[src/rtl/xbar_bypass_cfg_sequencer_pkg.sv]
// ----------------------------------------------------------------------------
// xbar_bypass_cfg_sequencer_pkg
// Shared definitions for the bypass-crossbar configuration sequencer:
//   - crossbar output-port indices (EAST..TREG)
//   - reserved select codes (idle / illegal)
//   - 22-bit per-context routing word layout
//   - sequencer FSM state encoding
// ----------------------------------------------------------------------------
package xbar_bypass_cfg_sequencer_pkg;

    localparam int NUM_PORTS = 6;

    localparam int EAST  = 0;
    localparam int SOUTH = 1;
    localparam int WEST  = 2;
    localparam int NORTH = 3;
    localparam int ALU_T = 4;
    localparam int TREG  = 5;

    // Code 7 parks a port (no source selected); code 6 has no meaning and is
    // flagged as a configuration error.
    localparam logic [2:0] XBAR_SEL_IDLE    = 3'b111;
    localparam logic [2:0] XBAR_SEL_ILLEGAL = 3'b110;

    // sel[i] occupies bits [3i+2:3i]; regbypass occupies [21:18].
    typedef struct packed {
        logic [3:0]      regbypass;
        logic [5:0][2:0] sel;
    } xbar_ctx_word_t;

    typedef enum logic [1:0] {
        S_IDLE = 2'd0,
        S_RUN  = 2'd1,
        S_DONE = 2'd2
    } seq_state_t;

endpackage

[src/rtl/xbar_bypass_cfg_sequencer_decoder_onehot.sv]
// ----------------------------------------------------------------------------
// decoder_onehot
// Turns one 3-bit crossbar select code into a 6-bit one-hot select.
//   code    : encoded source (0..5 = source index, 7 = idle, 6 = illegal)
//   onehot  : one-hot select, all-zero for idle or illegal codes
//   illegal : high when code is the reserved illegal value
// ----------------------------------------------------------------------------
module decoder_onehot
    import xbar_bypass_cfg_sequencer_pkg::*;
(
    input  logic [2:0] code,
    output logic [5:0] onehot,
    output logic       illegal
);

    always_comb begin
        onehot  = '0;
        illegal = 1'b0;
        if (code == XBAR_SEL_ILLEGAL) begin
            illegal = 1'b1;
        end else if (code != XBAR_SEL_IDLE) begin
            onehot = 6'b000001 << code;
        end
    end

endmodule

[src/rtl/xbar_bypass_cfg_sequencer.sv]
// ----------------------------------------------------------------------------
// xbar_bypass_cfg_sequencer
// Stores per-context crossbar routing words and replays them in a modulo
// schedule, driving six one-hot output selects and the regbypass vector.
//
// Ports:
//   clk, reset          : clock, asynchronous active-low reset
//   i__cfg_valid/ready  : config write handshake
//   i__cfg_addr/data    : context index and 22-bit routing word
//   i__ii, i__num_iter  : initiation interval and iteration count (on start)
//   i__start            : single-cycle start pulse
//   i__stall            : freezes the schedule (outputs, ctx, iter hold)
//   o__sel[6]           : one-hot select per port (EAST,SOUTH,WEST,NORTH,ALU_T,TREG)
//   o__regbypass        : bypass enables [0]=E [1]=W [2]=N [3]=S
//   o__ctx_id           : context currently driven
//   o__busy, o__done    : running / one-cycle completion pulse
//   o__cfg_err          : sticky config error, cleared by an accepted start
//   o__dbg_state        : current FSM state (seq_state_t encoding)
//
// Handshake: a config write transfers on a clock edge where i__cfg_valid and
// o__cfg_ready are both high. o__cfg_ready is high only in IDLE and does not
// depend on i__cfg_valid; a valid request may be held until it is accepted.
// ----------------------------------------------------------------------------
module xbar_bypass_cfg_sequencer
    import xbar_bypass_cfg_sequencer_pkg::*;
#(
    parameter int NUM_CONTEXTS   = 16,
    parameter int CTX_ADDR_WIDTH = $clog2(NUM_CONTEXTS),
    parameter int ITER_WIDTH     = 16
) (
    input  logic                      clk,
    input  logic                      reset,
    input  logic                      i__cfg_valid,
    output logic                      o__cfg_ready,
    input  logic [CTX_ADDR_WIDTH-1:0] i__cfg_addr,
    input  logic [21:0]               i__cfg_data,
    input  logic [CTX_ADDR_WIDTH:0]   i__ii,
    input  logic [ITER_WIDTH-1:0]     i__num_iter,
    input  logic                      i__start,
    input  logic                      i__stall,
    output logic [5:0]                o__sel [NUM_PORTS],
    output logic [3:0]                o__regbypass,
    output logic [CTX_ADDR_WIDTH-1:0] o__ctx_id,
    output logic                      o__busy,
    output logic                      o__done,
    output logic                      o__cfg_err,
    output logic [1:0]                o__dbg_state
);

    seq_state_t                state;
    logic [CTX_ADDR_WIDTH-1:0] ctx;
    logic [ITER_WIDTH-1:0]     iter;
    logic [ITER_WIDTH-1:0]     iter_last;   // num_iter-1, avoids overflow at max
    logic [CTX_ADDR_WIDTH:0]   ii_last;     // ii-1
    logic                      last_issued; // final context of final iteration is on the outputs

    xbar_ctx_word_t            mem [NUM_CONTEXTS];
    xbar_ctx_word_t            rd_word;
    logic [5:0]                dec_sel [NUM_PORTS];
    logic [NUM_PORTS-1:0]      dec_illegal;

    logic addr_ok;
    logic wr_en;
    logic start_ok;

    assign o__cfg_ready = (state == S_IDLE);
    assign o__dbg_state = state;

    assign addr_ok  = ({1'b0, i__cfg_addr} < (CTX_ADDR_WIDTH+1)'(NUM_CONTEXTS));
    assign wr_en    = i__cfg_valid && o__cfg_ready && addr_ok;
    assign start_ok = (i__ii != '0)
                   && (i__ii <= (CTX_ADDR_WIDTH+1)'(NUM_CONTEXTS))
                   && (i__num_iter != '0);

    // ctx is held at 0 outside RUN, so this read also supplies context 0 on
    // the start edge.
    assign rd_word = mem[ctx];

    for (genvar p = 0; p < NUM_PORTS; p++) begin : g_dec
        decoder_onehot u_dec (
            .code    (rd_word.sel[p]),
            .onehot  (dec_sel[p]),
            .illegal (dec_illegal[p])
        );
    end

    // Context memory: not reset.
    always_ff @(posedge clk) begin
        if (wr_en) begin
            mem[i__cfg_addr] <= xbar_ctx_word_t'(i__cfg_data);
        end
    end

    always_ff @(posedge clk or negedge reset) begin
        if (!reset) begin
            state        <= S_IDLE;
            ctx          <= '0;
            iter         <= '0;
            iter_last    <= '0;
            ii_last      <= '0;
            last_issued  <= 1'b0;
            o__regbypass <= '0;
            o__ctx_id    <= '0;
            o__busy      <= 1'b0;
            o__done      <= 1'b0;
            o__cfg_err   <= 1'b0;
            for (int p = 0; p < NUM_PORTS; p++) o__sel[p] <= '0;
        end else begin
            case (state)
                S_IDLE: begin
                    if (i__cfg_valid && !addr_ok) o__cfg_err <= 1'b1;
                    if (i__start) begin
                        if (start_ok) begin
                            // Start edge issues context 0 directly.
                            state        <= S_RUN;
                            o__busy      <= 1'b1;
                            o__sel       <= dec_sel;
                            o__regbypass <= rd_word.regbypass;
                            o__ctx_id    <= '0;
                            o__cfg_err   <= |dec_illegal;
                            ii_last      <= i__ii - 1'b1;
                            iter_last    <= i__num_iter - 1'b1;
                            iter         <= '0;
                            last_issued  <= 1'b0;
                            if (i__ii == (CTX_ADDR_WIDTH+1)'(1)) begin
                                ctx <= '0;
                                if (i__num_iter == ITER_WIDTH'(1)) last_issued <= 1'b1;
                                else                               iter        <= ITER_WIDTH'(1);
                            end else begin
                                ctx <= CTX_ADDR_WIDTH'(1);
                            end
                        end else begin
                            o__cfg_err <= 1'b1;
                        end
                    end
                end

                S_RUN: begin
                    if (!i__stall) begin
                        if (last_issued) begin
                            state        <= S_DONE;
                            o__busy      <= 1'b0;
                            o__done      <= 1'b1;
                            o__regbypass <= '0;
                            o__ctx_id    <= '0;
                            last_issued  <= 1'b0;
                            for (int p = 0; p < NUM_PORTS; p++) o__sel[p] <= '0;
                        end else begin
                            o__sel       <= dec_sel;
                            o__regbypass <= rd_word.regbypass;
                            o__ctx_id    <= ctx;
                            if (|dec_illegal) o__cfg_err <= 1'b1;
                            if ({1'b0, ctx} == ii_last) begin
                                ctx <= '0;
                                if (iter == iter_last) last_issued <= 1'b1;
                                else                   iter        <= iter + 1'b1;
                            end else begin
                                ctx <= ctx + 1'b1;
                            end
                        end
                    end
                end

                S_DONE: begin
                    state   <= S_IDLE;
                    o__done <= 1'b0;
                end

                default: begin
                    state <= S_IDLE;
                end
            endcase
        end
    end

endmodule

[config.mk]
export PLATFORM = sky130hd
export DESIGN_NAME = xbar_bypass_cfg_sequencer
export DESIGN_NICKNAME = d
export VERILOG_FILES = /design/src/rtl/xbar_bypass_cfg_sequencer_pkg.sv /design/src/rtl/xbar_bypass_cfg_sequencer_decoder_onehot.sv /design/src/rtl/xbar_bypass_cfg_sequencer.sv
export SDC_FILE = /design/constraint.sdc
export NUM_CORES = 1
export LEC_CHECK = 0
export BUFFER_PORTS_ARGS = -buffer_cell sky130_fd_sc_hd__buf_2
export CAP_MARGIN = 20
export CORE_MARGIN = 1.5
export CORE_UTILIZATION = 35
export CTS_CLUSTER_DIAMETER = 200
export DETAILED_ROUTE_END_ITERATION = 6
export PLACE_DENSITY = 0.52
export SLEW_MARGIN = 10
export SYNTH_ARGS = -nofsm -noshare
export SYNTH_HDL_FRONTEND = slang
export SYNTH_HIERARCHICAL = 1
export SYNTH_SLANG_ARGS = --single-unit
[constraint.sdc]
create_clock -name clk -period 3.57 [get_ports clk]
set_input_delay 0.357 -clock clk [delete_from_list [all_inputs] [get_ports clk]]
set_output_delay 0.357 -clock clk [all_outputs]
set_load 0.05 [all_outputs]
# Yosys cells after proc, flatten, opt, wreduce, memory -nomap -nowiden
# Memories as Yosys holds them, arrays and structs flattened.
# Cells that the tools add are included.
# totals
ff_bits	91
mem_bits_rw	352
in_bits	52
output_inout_bits	50
mem_count	1
# memory_table
memory	words	width	rd	rd_clocked_by_memory_dff	write_ports	line_no	rtl
mem	16	22	1	0	1	xbar_bypass_cfg_sequencer.sv:57	xbar_ctx_word_t mem [NUM_CONTEXTS];
# op_classes
n_addsub	4
order_cmp	1
n_eq_ne	26
n_shift	6
n_mux	79
reduce_logical	17
# ops
operator	count
$mux 36	4
$mux 16	6
$mux 6	12
$pmux 36 s2	1
$mux 4	13
$shl 1x3->6 const A	6
$pmux 16 s2	1
$mux 1	30
$pmux 4 s2	3
$eq 3x3->1 const B	6
$ne 3x3->1 const B	6
$add 16x1->16 const B	1
$eq 16x1->1 const B	1
$eq 16x16->1	1
$reduce_bool 16->1	1
$sub 16x1->16 const B	1
$reduce_and 5->1	3
$ne 2x2->1 const B	6
$mux 2	4
$pmux 1 s2	4
$reduce_and 4->1	2
$reduce_and 7->1	1
$reduce_and 3->1	2
$reduce_or 6->1	1
other kinds (13)	17

# Depth between registers and ports, before layout
# Gate-level depths: netlist of the first run.
# An unclocked memory read counts as a cell.
# depth
word_depth	8
mapped_depth	12
ltp_nobuf	8

# Hierarchy
# The synthesis of the first run kept the hierarchy.
# modules_own_cells
module	n_inst	cells_each	area_per_inst_um2
xbar_bypass_cfg_sequencer	1	1081	17914.7
decoder_onehot	6	7	57.6

# Worst setup path after synthesis of the first run
# OpenSTA, ideal clock, no wires.
# synth_timing
kind	register to register
from	reg state[0], in the netlist o__dbg_state[0]
to	mem mem[0][0] (netlist name), enable pin
setup_ps	429
arrival_time_ps	3528
required_time_ps	3141
path_slack_ps	-386
path_stages_with_launch	5
n_path_buf	0
cell_sequence	dfrtp_1 -> nor2_1 -> nand2_1 -> or3_1 -> nor3_1
# synth_via
elab_chain_cells	4
# synth_rtl
item	line_no	rtl
start: declaration	xbar_bypass_cfg_sequencer.sv:50	seq_state_t state;
start signal: assignment	xbar_bypass_cfg_sequencer.sv:96	state <= S_IDLE;
start signal: assignment	xbar_bypass_cfg_sequencer.sv:115	state <= S_RUN;
start signal: assignment	xbar_bypass_cfg_sequencer.sv:141	state <= S_DONE;
$logic_not 2->1	xbar_bypass_cfg_sequencer.sv:66	assign o__cfg_ready = (state == S_IDLE);
via o__cfg_ready	xbar_bypass_cfg_sequencer.sv:34	output logic o__cfg_ready,
$logic_and 1x1->1	xbar_bypass_cfg_sequencer.sv:70	assign wr_en = i__cfg_valid && o__cfg_ready && addr_ok;
$mux 1	xbar_bypass_cfg_sequencer.sv:89	if (wr_en) begin
$mux 1 (not written as such)	xbar_bypass_cfg_sequencer.sv:90	mem[i__cfg_addr] <= xbar_ctx_word_t'(i__cfg_data);
end: declaration	xbar_bypass_cfg_sequencer.sv:57	
# The timed path passes the listed nets, and every way through them passes these cells.

==> flow_metrics.py, run 1 <==
metrics = {
    "run": {
        "maxCapViolations": 0,
    },
    "clock_tree": {
        "cts-root-buf": "clkbuf_16",
        "cts_buffer_depth": 3,
        "tritoncts": "yes",
        "clock_latency_ns": 0.58,
        "cts_htree_levels": 2,
        "cts_setup_buffers": 0,
        "cts.sinks": 443,
        "cts_buffers": 47,
        "path_clk_slew_ns": 0.06,
    },
    "synth": {
        "yosys.area.top_type": "edfxtp_1",
        "yosysMostFrequentCell": "edfxtp_1",
        "netlist-cell-type-count": 60,
        "syn_inst": 1123,
        "syn_area_um2": 18300,
        "syn-num-nets": 1182,
        "synth_seq_cells": 443,
        "yosysTopAreaCellShare": 0.579,
        "ys.warnings.count": 6,
        "synth_area_leaders": "edfxtp_1 (58%), dfrtp_1 (12%), mux4_2 (5.4%)",
        "synth_ff_type": "edfxtp_1",
        "syn_avg_cell_area_um2": 16.3,
        "synthArstFlopShare": 0.205,
        "seq_area_frac_synth": 0.704,
        "synth_edf_count": 352,
        "synth_commonest_cells": "edfxtp_1 (352), mux2i_1 (95), dfrtp_1 (91)",
    },
    "drt": {
        "avgRoutedWirePerCell_um": 22.9,
        "first_pass_iters": 5,
        "vias": 10400,
        "drtIter0Drc": 842,
        "drtAntennaViolNets": 0,
        "route.detailed.drc": 0,
        "wl_um": 45500,
        "viasPerCell": 5.25,
    },
    "sta": {
        "max_freq_mhz": 305,
        "worst_pin_slew_ns": 0.698,
        "setup_slack_ns": 0.289,
        "final.setup.tns_ns": 0,
        "hold_viol_final": 0,
        "setup_violations": 0,
        "layout_min_cycle_time_ns": 3.28,
        "fin_crit_sh": 0.919,
        "slew_violations": 0,
        "slew_headroom": 0.535,
        "rsz0062_at_grt": "no",
        "fin_skew_ns": 0.0170,
    },
    "worst_setup_path": {
        "cp.required_ns": 4.01,
        "crit_type": "flop to flop",
        "critPathLaunchType": "flop",
        "arrival_ns": 3.72,
        "end_kind": "flop",
        "crit_fanout": 35,
    },
    "placement": {
        "gp_congestion": 0.782,
        "placed_cells": 1900,
        "port-buffer-count": 101,
        "place_ws_ns": 0.274,
        "post-dp-hpwl_um": 27300,
    },
    "pwr": {
        "power.density_nw_per_um2": 707,
        "p_leak_uw": 0.00775,
        "peakVddDrop_mv": 0.329,
    },
    "global_routing": {
        "antenna_found_initial": 3,
        "grt_max_degree": 80,
        "grt-ovfl-total": 0,
        "track_usage": 0.172,
        "grt_pass1_wl_um": 68200,
        "grt_pass1_vias": 10500,
    },
    "final_layout": {
        "areaGrowthSynthToFinish_pct": 17.3,
        "finalNonFillerCells": 1990,
        "n_antenna_cell": 0,
        "drive_gt1_frac": 0.238,
        "nNetsFinal": 1330,
    },
    "floorplan": {
        "core_area_um2": 51400,
        "io_pins": 102,
        "chipHeight_um": 231,
        "dieWidth_um": 231,
        "initial_core_util": 0.355,
        "die_area_um2": 53600,
        "rows": 83,
    },
    "min_path": {
        "worstHoldPathType": "input pin to flop",
    },
    "status": {
        "status": "finished clean",
    },
}
-- power breakdown --
part | leakage, uW | switching [uW] | internal [uW]
clock | 0.000705 | 1980 | 2640
sequential | 0.00436 | 180 | 5810
combinational | 0.00268 | 2770 | 1780
total | 0.00775 | 4930 | 10200
-- routing by layer --
metal | global-route usage | up-vias | wire, um
li1 | - | 4769 | -
met1 | 0.233 | 5344 | 20100
met2 | 0.282 | 252 | 22100
met3 | 0.0352 | 68 | 2310
met4 | 0.0478 | 6 | 984
met5 | 0 | - | 31
-- metrics by stage --
step	total power [uW]	utilization	hold WS (ns)	cell area (um^2)
2_1_floorplan	9160	-	0.0614	18300
3_3_place_gp	10600	0.388	0.463	19900
3_5_place_dp	10600	0.388	0.482	19900
4_1_cts	15300	0.416	0.00854	21400
5_1_grt	15800	0.417	0.0595	21400
6_report	15200	0.417	0.0443	21400
-- cell type report --
type	instances	area (um^2)
Clock buffer	64	1270
Inverter	14	52.6
Clock inverter	24	174
Multi-Input combinational cell	605	5190
Tap cell	680	851
Timing Repair Buffer	160	1020
Fill cell	4596	30000
Sequential cell	443	12900
-- worst max-delay path, stage by stage, from the launching register on --
cell and delay, ns:
dfrtp_2 0.39, buf_4 0.52, buf_4 0.39, mux4_2 0.34
a22oi_1 0.21, nand2_1 0.11, and3b_2 0.23, or4_1 0.43
a2111oi_0 0.41, o22ai_1 0.11
-- placed cells by master (no fill, tap or decap), types with 7 or more instances in the layout --
master / instances
ha_1: 7
nor2_2: 9
o21ai_0: 46
clkbuf_16: 48
nand2_1: 72
clkinv_1: 11
clkbuf_1: 15
nor2_1: 14
a22oi_1: 18
clkinv_2: 8
nand4_1: 10
nor3_1: 15
mux4_2: 44
a22o_1: 42
edfxtp_1: 352
buf_2: 100
nor4_1: 7
mux2i_1: 95
buf_4: 54
nand3_1: 12
a221oi_1: 36
inv_1: 14
xnor2_1: 32
dfrtp_1: 89
o221ai_1: 8
nor3b_1: 19
nand2b_1: 15
a21oi_1: 10
and3b_2: 18
-- logic make-up (layout without fill, tap and decap cells) --
logic type / after synthesis / in the layout / share of synthesized area
DFF: 443 / 443 / 0.704
and+or+nand+nor: 227 / 227 / 0.0683
adders and majority gates: 7 / 7 / 0.00480
xor gates and xnor gates: 36 / 36 / 0.0173
buffers and inverters: 75 / 262 / 0.0181
AOI/OAI and AO/OA: 194 / 194 / 0.0804
muxes: 141 / 141 / 0.108
-- worst paths after layout --
check / slack [ns] / start / cells after the start / end
min: 0.04 / i__ii[0] / 2 / ii_last[0]
max in group asynchronous: 2.50 / reset / 4 / iter_last[15]
max reg2reg: 0.29 / ctx[1] / 9 / o__cfg_err
min in group asynchronous: 0.20 / reset / 2 / o__sel[11]
max: 0.29 / ctx[1] / 9 / o__cfg_err
min reg2reg: 0.49 / o__ctx_id[2] / 2 / o__ctx_id[2]
-- registers in the layout (all words and copies together), names as in the netlist --
register and count:
mem 352, o__sel 36, o__busy 1, o__regbypass 4, o__done 1, o__cfg_err 1, last_issued 1, o__ctx_id 4
iter_last 16, iter 16, o__dbg_state 2, ii_last 5, ctx 4
-- repair_timing --
| item | in CTS | in global routing |
|---|---|---|
| hold buffers | 1 | 0 |
| gates resized for setup | 0 | 1 |
| hold endpoints to repair | 14 | 0 |
| endpoints found under the setup margin | 0 | 1 |
Power figures use the tool's default switching activity.
==> inputs of run 2 (changes only) <==
Settings changed: RECOVER_POWER from default to 100.
==> run 2 against run 1 <==
  * The run now ends with max-capacitance violations, max-slew violations left
  * Clock skew up 0.0016 ns
  * Largest cell class unchanged
  * Fmax is 0.50% lower
  * Register-to-register slack lost 0.02 ns
  * Combinational power fell by 1%
  * Critical endpoint unchanged
==> flow_metrics.py, run 2 (synthesis gave the netlist of run 1 again) <==
metrics = {
    "global_routing": {
        "grt_use_met3": 0.0352,
        "grt_pass1_vias": 10500,
        "track_usage": 0.172,
        "antenna_found_initial": 3,
        "grt_max_degree": 80,
        "grt_util_met2": 0.282,
        "grt_pass1_wl_um": 68200,
        "grtUsageMet1": 0.233,
        "grt-ovfl-total": 0,
        "grt.busiest_layer": "met2",
    },
    "floorplan": {
        "core_area_um2": 51400,
        "rows": 83,
        "initial_core_util": 0.355,
        "die_area_um2": 53600,
        "dieWidth_um": 231,
        "chipHeight_um": 231,
        "io_pins": 102,
    },
    "pwr": {
        "internal_power_uw": 10200,
        "power.density_nw_per_um2": 713,
        "peakVddDrop_mv": 0.328,
        "p_sw_uw": 4940,
        "swShare": 0.327,
        "p_clk_frac": 0.306,
        "report.power.total_uw": 15100,
        "combPwrFrac": 0.297,
        "seqPwrFrac": 0.397,
        "p_leak_uw": 0.00744,
    },
    "final_layout": {
        "multi_input_area_um2": 5140,
        "reg.largest.list": "mem (352), o__sel (36)",
        "finalNonFillerCells": 1991,
        "nNetsFinal": 1330,
        "mostFrequentLayoutCells": "edfxtp_1 (352), mux2i_1 (95), clkbuf_1 (93), dfrtp_1 (89), nand2_1 (72)",
        "ff_latch_area_um2": 12900,
        "areaGrowthSynthToFinish_pct": 16.0,
        "largest_reg_flops": 352,
        "regMostFlops": "mem",
        "final_common_cell": "edfxtp_1",
        "n_fill_cell": 4657,
        "drive_gt1_frac": 0.174,
    },
    "clock_tree": {
        "cts_setup_buffers": 0,
        "cts_htree_levels": 2,
        "cts.sinks": 443,
        "cts-root-buf": "clkbuf_16",
        "path_clk_slew_ns": 0.06,
        "cts_buffers": 47,
        "tritoncts": "yes",
        "cts_buffer_depth": 3,
        "clock_latency_ns": 0.58,
    },
    "worst_setup_path": {
        "cpPeakStageDelay_ns": 0.52,
        "end_kind": "flop",
        "crit_path_frequent_cell": "buf_4",
        "cp.required_ns": 4.01,
        "arrival_ns": 3.73,
        "ff2ff_path_depth": 9,
        "crit_type": "flop to flop",
        "critPathLaunchType": "flop",
        "crit_fanout": 35,
        "cp_cell_sequence": "buf_4, buf_4, mux4_2, a22oi_1, nand2_1, and3b_2, or4_1, a2111oi_0, o22ai_1",
        "cpMaxStageDelayCell": "buf_4",
    },
    "drt": {
        "drtIter0Drc": 843,
        "avgRoutedWirePerCell_um": 23.0,
        "drtAntennaViolNets": 0,
        "route.detailed.drc": 0,
        "first_pass_iters": 5,
        "wl_um": 45700,
        "viasPerCell": 5.25,
        "vias": 10500,
    },
    "min_path": {
        "min_path_cells": 2,
        "worstHoldPathType": "input pin to flop",
    },
    "run": {
        "maxCapViolations": 1,
    },
    "placement": {
        "port-buffer-count": 101,
        "gp_congestion": 0.782,
        "placed_cells": 1900,
        "post-dp-hpwl_um": 27300,
    },
    "sta": {
        "hold_viol_final": 0,
        "rsz0062_at_grt": "no",
        "setup_violations": 0,
        "fin_crit_sh": 0.924,
        "final.setup.tns_ns": 0,
        "layout_min_cycle_time_ns": 3.30,
        "max_freq_mhz": 303,
        "slew_violations": 62,
        "slew_headroom": -0.0506,
        "worst_pin_slew_ns": 1.58,
        "fin_skew_ns": 0.0186,
    },
    "status": {
        "status": "finished with violations",
        "violations": "max-capacitance violations, max-slew violations",
    },
}
## run 2: area by class of cell
type | instances | share of cell area
well taps | 680 | 0.0402
repair buffers | 160 | 0.0392
flip-flops and latches | 443 | 0.607
inverters | 14 | 0.00248
clock inverters | 24 | 0.00821
diodes | 1 | 0.000118
multi-input cells | 605 | 0.243
clock buffers | 64 | 0.0600
## run 2: worst max-delay path, delay by kind of cell, from the launching register on
family	cells	cell delay (ns)
DFF	1	0.39
and+or+nand+nor	3	0.78
AOI/OAI and AO/OA	3	0.74
muxes	1	0.34
buffers and inverters	2	0.91
## run 2: repair_timing
item | CTS | global route
hold buffers | 1 | 0
gates resized for setup | 0 | 1
endpoints found under the setup margin | 0 | 1
endpoints found under the hold margin | 14 | 0
## run 2: metrics by stage
step,setup WS [ns],area [um^2],hold WS [ns],utilization
2_1_floorplan,0.153,18300,0.0614,-
3_3_place_gp,0.279,19900,0.463,0.388
3_5_place_dp,0.274,19900,0.482,0.388
4_1_cts,0.254,21400,0.00854,0.416
5_1_grt,0.0578,21200,0.0595,0.412
6_report,0.273,21200,0.0465,0.412
## run 2: final timing paths
kind                               from             to  slack [ns]
setup / recovery                 ctx[1]     o__cfg_err        0.27
hold / removal                 i__ii[0]     ii_last[0]        0.05
setup reg to reg                 ctx[1]     o__cfg_err        0.27
hold reg to reg            o__ctx_id[1]   o__ctx_id[1]        0.50
max in group asynchronous         reset  iter_last[15]        0.76
min in group asynchronous         reset     o__sel[11]        0.48
## run 2: power by group through the flow
| stage | Sequential, uW | Combinational [uW] | Clock [uW] |
|---|---|---|---|
| finish | 6000 | 4490 | 4620 |
| global route | 6030 | 4820 | 4920 |
| floorplan | 6650 | 2510 | 0 |
| CTS | 5990 | 4560 | 4740 |
| detailed placement | 6090 | 4550 | 0 |
| global placement | 6090 | 4530 | 0 |
## run 2: metal layers
layer	vias to the layer above	part of all wire
met4	6	0.022
met1	5375	0.44
met3	72	0.050
li1	4766	-
met5	-	0.00068
met2	232	0.48
==> inputs of run 3 (changes only) <==
Settings changed: REMOVE_ABC_BUFFERS from default to 1.
==> run 3 against run 2 <==
  * The flow still finishes with violations (max-capacitance violations, max-slew violations)
  * Clock power increased by 12%
  * Combinational power is 4% lower
  * Flip-flop and latch count stayed put
  * Register-to-register slack worse by 0.07 ns
  * Largest cell class unchanged
  * Via count is the same
  * Critical endpoint is now mem[9][13]
  * Utilization rose by 0.41 points
==> flow_metrics.py, run 3 (synthesis gave the netlist of run 1 again) <==
metrics = {
    "status": {
        "status": "finished with violations",
        "violations": "max-capacitance violations, max-slew violations",
    },
    "sta": {
        "worst_pin_slew_ns": 1.96,
        "setup_violations": 0,
        "max_freq_mhz": 297,
        "setup_slack_ns": 0.204,
        "layout_min_cycle_time_ns": 3.37,
        "slew_headroom": -0.304,
        "fin_skew_ns": 0.0614,
        "fin_crit_sh": 0.943,
        "hold_viol_final": 0,
        "hold_ws_ns": 0.0492,
        "rsz0062_at_grt": "no",
        "slew_violations": 70,
    },
    "worst_setup_path": {
        "critPathLaunchType": "flop",
        "end_kind": "flop",
        "arrival_ns": 3.59,
        "rrSetupSlack_ns": 0.20,
        "r2r_start": "o__dbg_state[0]",
        "cp.required_ns": 3.79,
        "crit_type": "flop to flop",
        "ff2ff_path_depth": 7,
        "crit_fanout": 15,
        "rr_endpoint": "mem[9][13]",
    },
    "clock_tree": {
        "path_clk_slew_ns": 0.06,
        "ctsResizeCount": 0,
        "cts_buffers": 48,
        "cts_setup_buffers": 0,
        "cts_buffer_depth": 3,
        "cts_htree_levels": 2,
        "cts_hold_buf": 1,
        "tritoncts": "yes",
        "clock_latency_ns": 0.61,
        "cts.sinks": 443,
        "cts-root-buf": "clkbuf_16",
    },
    "drt": {
        "avgRoutedWirePerCell_um": 23.6,
        "drtIter0Drc": 926,
        "vias": 10500,
        "wl_um": 46900,
        "drtAntennaViolNets": 0,
        "viasPerCell": 5.25,
        "route.detailed.drc": 0,
        "first_pass_iters": 5,
    },
    "global_routing": {
        "antenna_found_initial": 4,
        "grt-ovfl-total": 0,
        "grt.busiest_layer": "met2",
        "track_usage": 0.176,
        "grt_max_degree": 70,
        "grt_pass1_wl_um": 69300,
        "grtUsageMet1": 0.246,
        "grt_use_met3": 0.0319,
        "grt_pass1_vias": 10700,
        "grt_util_met2": 0.285,
    },
    "final_layout": {
        "nNetsFinal": 1329,
        "largest_reg_flops": 352,
        "drive_gt1_frac": 0.173,
        "final_common_cell": "edfxtp_1",
        "finalNonFillerCells": 1990,
        "mostFrequentLayoutCells": "edfxtp_1 (352), clkbuf_1 (97), mux2i_1 (95), dfrtp_1 (89), nand2_1 (72)",
        "reg.largest.list": "mem (352), o__sel (36)",
        "regMostFlops": "mem",
        "areaGrowthSynthToFinish_pct": 17.1,
        "final_core_util": 0.416,
    },
    "placement": {
        "placed_cells": 1899,
        "port-buffer-count": 101,
        "post-dp-hpwl_um": 28600,
        "gp_congestion": 0.783,
        "place_ws_ns": 0.326,
    },
    "floorplan": {
        "dieWidth_um": 231,
        "rows": 83,
        "chipHeight_um": 231,
        "die_area_um2": 53600,
        "initial_core_util": 0.355,
        "core_area_um2": 51400,
        "io_pins": 102,
    },
    "min_path": {
        "worstHoldPathType": "input pin to flop",
        "holdCritStartpoint": "i__num_iter[0]",
        "min_path_cells": 2,
        "min_delay_worst_endpoint": "iter_last[0]",
    },
    "pwr": {
        "power.density_nw_per_um2": 727,
        "report.power.total_uw": 15500,
        "p_leak_uw": 0.00750,
        "peakVddDrop_mv": 0.378,
    },
    "run": {
        "maxCapViolations": 1,
    },
}
[run 3: changes by cell type in the layout (fill, tap and decap cells not counted), moves of 3 or more]
| cell | before | now |
|---|---|---|
| buf_4 | 31 | 19 |
| clkinv_1 | 11 | 3 |
| clkbuf_8 | 1 | 8 |
| buf_12 | 3 | 9 |
| clkbuf_2 | 20 | 14 |
| bufinv_16 | 2 | 6 |
| clkbuf_1 | 93 | 97 |
| nor2_1 | 17 | 20 |
| nor3_1 | 16 | 19 |
| nor3_4 | 3 | 0 |
[run 3: layer usage]
layer	vias to the layer above	routed length, um
li1	4777	-
met1	5322	21400
met2	281	22100
met3	67	2510
met4	4	890
met5	-	19
[run 3: power by group]
part	leakage, uW	switching [uW]	internal [uW]
clock network	0.000811	2100	3100
logic	0.00233	2680	1640
registers	0.00436	210	5810
total	0.00750	4990	10500
[run 3: worst max-delay path by stage]
| stage | slack, ns | from | endpoint | cells after the start |
|---|---|---|---|---|
| 2_1_floorplan | -3.38 | ctx[0] | o__cfg_err | 7 |
| 3_3_place_gp | 0.36 | ctx[0] | o__cfg_err | 8 |
| 3_5_place_dp | 0.33 | ctx[0] | o__cfg_err | 8 |
| 4_1_cts | 0.31 | ctx[0] | o__cfg_err | 8 |
| 5_1_grt | 0.06 | i__num_iter[5] | o__ctx_id[2] | 7 |
| 6_report | 0.20 | o__dbg_state[0] | mem[9][13] | 7 |
[run 3: critical path: stages (launching register included)]
cell and delay, ns:
dfrtp_1 0.44, nor2_1 0.16, clkbuf_1 0.48, nand2_1 0.17, nor2_1 0.11, nand2_1 0.14, nor2_1 0.85, clkbuf_2 0.67
[run 3: cell type report]
class                      instances  area [um^2]
fill                            4702        30000
sequential                       443        12900
multi-input combinational        605         5090
clock buffer                      65         1350
timing repair buffer             158          868
tap                              680          851
clock inverter                    24          322
inverter                          14         52.6
antenna                            1         2.50
[run 3: stage by stage]
step                TNS (ns)  instance area (um^2)
floorplan            -185.85                 18000
global placement           0                 19900
detailed placement         0                 19900
CTS                        0                 21600
global route               0                 21400
finish                     0                 21400
